$ cat config.mk
export PLATFORM = sky130hd
export DESIGN_NAME = rot16_arbiter_2ch
export DESIGN_NICKNAME = d
export VERILOG_FILES = /design/src/rtl/rot16_arbiter_2ch.sv
export SDC_FILE = /design/constraint.sdc
export NUM_CORES = 1
export LEC_CHECK = 0
export CAP_MARGIN = 20
export CORE_MARGIN = 4
export CORE_UTILIZATION = 41
export DETAILED_ROUTE_END_ITERATION = 12
export GPL_TIMING_DRIVEN = 0
export PLACE_DENSITY = 0.73
export SYNTH_ARGS = -nofsm -noshare
export SYNTH_HDL_FRONTEND = slang
export SYNTH_SLANG_ARGS = --single-unit
$ cat constraint.sdc
create_clock -name clk -period 5.16 [get_ports clk]
set_input_delay 1.548 -clock clk [delete_from_list [all_inputs] [get_ports clk]]
set_output_delay 1.548 -clock clk [all_outputs]
set_load 0.01 [all_outputs]
$ cat src/rtl/rot16_arbiter_2ch.sv
`default_nettype none
// ============================================================================
// rot16_arbiter_2ch : two-channel round-robin arbiter sharing one 16-bit rotator
// Rev 1.0
// ============================================================================
module rot16_arbiter_2ch (
  input  logic        clk,
  input  logic        reset_n,
  input  logic        req0_valid,
  input  logic [15:0] req0_data,
  input  logic [3:0]  req0_amt,
  input  logic        req0_left,
  output logic        req0_ready,
  input  logic        req1_valid,
  input  logic [15:0] req1_data,
  input  logic [3:0]  req1_amt,
  input  logic        req1_left,
  output logic        req1_ready,
  output logic        out_valid,
  output logic [15:0] out_data,
  output logic        out_id,
  input  logic        out_ready
);

  logic        out_valid_q, out_valid_d;
  logic [15:0] out_data_q,  out_data_d;
  logic        out_id_q,    out_id_d;
  logic        prio_q,      prio_d;

  logic        can_load;
  logic        gnt0, gnt1;
  logic        xfer;
  logic [15:0] sel_data;
  logic [3:0]  sel_amt;
  logic        sel_left;
  logic [3:0]  rot_amt;
  logic [15:0] rot_data;

  // Log-shifter right rotate: stage s rotates by 2**s when amt[s] is set.
  function automatic logic [15:0] rotr16(input logic [15:0] din, input logic [3:0] amt);
    logic [15:0] v;
    v = din;
    if (amt[0]) v = {v[0],    v[15:1]};
    if (amt[1]) v = {v[1:0],  v[15:2]};
    if (amt[2]) v = {v[3:0],  v[15:4]};
    if (amt[3]) v = {v[7:0],  v[15:8]};
    return v;
  endfunction

  always_comb begin
    can_load = !out_valid_q || out_ready;
    gnt0     = req0_valid && (!req1_valid || !prio_q);
    gnt1     = req1_valid && (!req0_valid ||  prio_q);
    xfer     = can_load && (gnt0 || gnt1);

    sel_data = gnt1 ? req1_data : req0_data;
    sel_amt  = gnt1 ? req1_amt  : req0_amt;
    sel_left = gnt1 ? req1_left : req0_left;
    // Left by n equals right by (16-n) mod 16, the 4-bit negation.
    rot_amt  = sel_left ? (4'd0 - sel_amt) : sel_amt;
    rot_data = rotr16(sel_data, rot_amt);
  end

  assign req0_ready = can_load && gnt0;
  assign req1_ready = can_load && gnt1;

  always_comb begin
    out_valid_d = out_valid_q;
    out_data_d  = out_data_q;
    out_id_d    = out_id_q;
    prio_d      = prio_q;
    if (xfer) begin
      out_valid_d = 1'b1;
      out_data_d  = rot_data;
      out_id_d    = gnt1;
      prio_d      = ~gnt1;
    end else if (out_valid_q && out_ready) begin
      out_valid_d = 1'b0;
    end
  end

  always_ff @(posedge clk or negedge reset_n) begin
    if (!reset_n) begin
      out_valid_q <= 1'b0;
      out_data_q  <= 16'h0000;
      out_id_q    <= 1'b0;
      prio_q      <= 1'b0;
    end else begin
      out_valid_q <= out_valid_d;
      out_data_q  <= out_data_d;
      out_id_q    <= out_id_d;
      prio_q      <= prio_d;
    end
  end

  assign out_valid = out_valid_q;
  assign out_data  = out_data_q;
  assign out_id    = out_id_q;

endmodule
`default_nettype wire

## Word-level counts from Yosys, hierarchy flattened

Cells that the tools add are included.
Widths: inputs -> output; s select.

| word-level totals | value |
|---|---|
| register bits after elaboration | 19 |
| logic and storage cells | 31 |
| bits of input ports | 47 |

| cells by class | value |
|---|---|
| bitwise gates (word level) | 1 |
| add/subtract/negate cells | 1 |
| muxes and demuxes | 10 |
| reduce and logical (&&, ||, !) cells | 15 |

Operator list:

| operator | number |
|---|---|
| $mux 16 | 5 |
| $mux 4 | 2 |
| $logic_and 1x1->1 | 6 |
| $logic_not 1->1 | 4 |
| $logic_or 1x1->1 | 4 |
| $sub 1x4->4 const A | 1 |
| $mux 1 | 3 |
| $reduce_bool 2->1 | 1 |
| $not 1->1 | 1 |

## Depth between registers and ports, before layout

| logic depth | value |
|---|---|
| word-level depth | 10 |
| depth in mapped cells | 9 |
| depth with buffers taken out | 6 |

## Worst setup path after synthesis

Ideal clock, no wire load.

| timing | value |
|---|---|
| path type | input to output |
| start | input port req1_valid |
| end | output port req0_ready |
| arrival | 2459 ps |
| buffers on the path | 3 |
| cell stages on the path | 5 |
| setup slack | 1153 ps |
| path through | buf_2 -> buf_2 -> buf_1 -> nand2_1 -> and3_1 |

| between the ends | value |
|---|---|
| cells in the longest elaborated chain, start to end | 4 |

RTL lines:

| item | line | source |
|---|---|---|
| start, declared | 14 | `input logic req1_valid,` |
| $logic_not 1->1 | 52 | `gnt0 = req0_valid && (!req1_valid \|\| !prio_q);` |
| $logic_or 1x1->1 | 52 |  |
| $logic_and 1x1->1 | 52 |  |
| $logic_and 1x1->1 | 64 | `assign req0_ready = can_load && gnt0;` |
| end, declared | 13 | `output logic req0_ready,` |

No other way between the ends.

## Final worst setup path

| timing | value |
|---|---|
| start | input port req1_valid |
| end | output port req1_ready |

| between the ends | value |
|---|---|
| cells in the longest elaborated chain, start to end | 2 |

RTL lines:

| item | line | source |
|---|---|---|
| $logic_and 1x1->1 | 53 | `gnt1 = req1_valid && (!req0_valid \|\| prio_q);` |
| $logic_and 1x1->1 | 65 | `assign req1_ready = can_load && gnt1;` |
| end, declared | 18 | `output logic req1_ready,` |

No other way between the ends.

==> results.ini <==
[worst_setup_path]
r2r_cells = 7
path_class = in -> out
cp_slowest_cell = clkdlybuf4s50_1
worstSetupEndpointType = output port
worstReg2RegEnd = out_data[1]$_DFFE_PN0P_
rrSetupSlack_ns = 3.06
path_buf_inv = 5
r2r_start = prio_q$_DFFE_PN0P_
crit_required_ns = 3.61
setup.worst_path.start_class = input port
cp.arrival_ns = 3.42
crit_chain = clkdlybuf4s50_1, buf_2, buf_2, nand3_1, inv_1, clkdlybuf4s50_1
slowest_delay_ns = 0.53
critPathTopFamily = buffers and inverters
critical_path.max_fanout = 19

[timing]
setup_viol = 0
hold_slack_ns = 0.4670
maxSlewViolCount = 0
rsz0062_at_grt = no
fin_skew_ns = 0.006222
timing.fmax_ghz = 0.2015
finalHoldViolCount = 0
timing.slew.headroom_pct = 42.66
finalCritPeriodShare_pct = 96.19
worstMarginPinSlew_ns = 0.8574
fin_crit_ns = 4.963

[synthesis]
synth_seq_cells = 19
synth_top_area_share_pct = 20.07
ys_async_sr_fraction_pct = 100.0
syn_area_per_cell_um2 = 8.311
syn_nets = 332
synthCells = 285
seq_area_frac_synth_pct = 20.07
netlist_area_um2 = 2369
synth_cell_types = 45
ys_warn_count = 0
ys.flop_type = dfrtp_1
synth_edf_count = 0
yosysTopAreaCell = dfrtp_1
synthTopCellsByArea = dfrtp_1 20%, mux2i_1 17%, nand3_1 8.7%, a22oi_1 7.6%, nand2_1 4.6%

[cts]
cts_tree = built
cts_buffers = 3
cts_hold_buf = 0
postCtsSetupRepairBufs = 0
clock_latency_ns = 0.27
cts_root_buf = clkbuf_8
htreeDepth = 1
clkTransAtPathRegs_ns = 0.07
cts_sinks = 19
clockBufferDepth = 2
cts_resized = 0

[finish]
drive_gt1_share_pct = 12.15
layout_commonest_cell = clkdlybuf4s50_1
design_area_um2 = 3161
area_delta_synth_final_pct = 33.44
final_cell_mix = 66 x clkdlybuf4s50_1, 41 x nand3_1, 41 x mux2i_1, 29 x nand2_1, 24 x a22oi_1
diodes = 0
fin_util_pct = 57.05
nets = 402

[pwr]
p_leak_nw = 1.329
intPower_mw = 0.4642
p_seq_share_pct = 27.9
p_sw_mw = 0.3109
p_clk_share_pct = 13.9
p_total_mw = 0.7751
power_density_nw_per_um2 = 245.3
power_frac_comb_pct = 58.2
sw_frac_of_total_pct = 40.11
irDropWorstVdd_mv = 0.1873

[global_route]
grt_pass1_vias = 2552
grt_max_degree = 20
gr-total-overflow = 0
track_usage_pct = 22.28
antenna_found_initial = 0
grt_first_pass_wirelength_um = 12880

[detailed_routing]
vias_per_cell = 6.099
drt_iter0_markers = 192
wire_per_inst_um = 18.43
drc_errors = 0
routed-via-count = 2598
antenna_left = 0
drt_pass1_iterations = 4
wl_um = 7850

[die]
core_um2 = 5540
num_rows = 27
die_x_um = 84.01
ios = 67
chipHeight_um = 84.01
start_util_pct = 42.75
dieArea_um2 = 7057

[run_status]
status = finished, final reports clean

[job]
drv_cap = 0

[worst_hold_path]
whs_path_depth = 2
hold_end = out_data[0]$_DFFE_PN0P_
hold_path_startpoint = out_data[0]$_DFFE_PN0P_
hp-class = reg -> reg

[placement]
place_congestion = 0.9353
placed_cell_area_um2 = 3119
dp_hpwl_um = 6354
io_buffer_count = 66

## kinds of logic (layout without fill, tap and decap cells)
family,count (synthesis),in the layout,synth area share (%)
simple gates,99,99,20.92
flops,19,19,20.07
mux,43,43,18.54
buf+inv,29,98,7.923
compound gates,91,91,31.06
xor+xnor,4,4,1.479
## registers in the layout, summed over array words and instances (netlist names)
signal     cells
out_data      16
out_id         1
out_valid      1
prio_q         1
## how the worst max path moves through the flow
stage,slack [ns],from,end,depth (start not counted)
after floorplan,1.15,req1_valid,req0_ready,5
after global placement,-0.03,req1_valid,req1_ready,7
after detailed placement,-0.04,req1_valid,req1_ready,7
after CTS,0.22,req1_valid,req1_ready,6
after global routing,0.07,req0_valid,req1_ready,8
final,0.20,req1_valid,req1_ready,6
## metal layers
metal | global-route usage [%] | share of wire [%] | vias up
li1 | - | - | 1268
met1 | 30.93 | 47 | 1193
met2 | 33.91 | 43 | 114
met3 | 4.837 | 6.3 | 23
met4 | 7.895 | 3.5 | 0
met5 | 0 | 0 | -
## synth_stat cells (7+ instances only)
library cell / number
buf_2: 13
nor3_1: 16
nand3_1: 41
a221oi_1: 8
a22oi_1: 24
a21oi_1: 16
nand2_1: 29
dfrtp_1: 19
mux2i_1: 41
o32ai_1: 8
o311ai_1: 7
## cell type report
cell class,count,area (µm²)
tap,72,90.09
clock buffer,4,45.04
buffer,25,172.7
multi-input combinational,237,1705
fill,562,2380
inverter,3,11.26
sequential,19,475.5
timing repair buffer,66,660.6
## power by group through the flow
stage	Sequential (mW)	Combinational, mW	Clock, mW
3_5_place_dp	0.220	0.448	0
4_1_cts	0.217	0.450	0.110
6_report	0.216	0.451	0.108
3_3_place_gp	0.216	0.445	0
2_1_floorplan	0.237	0.234	0
5_1_grt	0.224	0.490	0.117
## worst min-delay path, cell delays in order, from the launching register on
cell	delay [ns]
dfrtp_1	0.34
nand2_1	0.05
nand2_1	0.05
## stage by stage
stage / setup WS (ns) / cells / TNS (ns)
after floorplan: 1.153 / 285 / 0
after global placement: -0.03248 / 423 / -0.03248
after detailed placement: -0.04308 / 423 / -0.04308
after CTS: 0.2171 / 426 / 0
after global routing: 0.07307 / 426 / 0
final: 0.1966 / 426 / 0
Power figures use the tool's default switching activity.
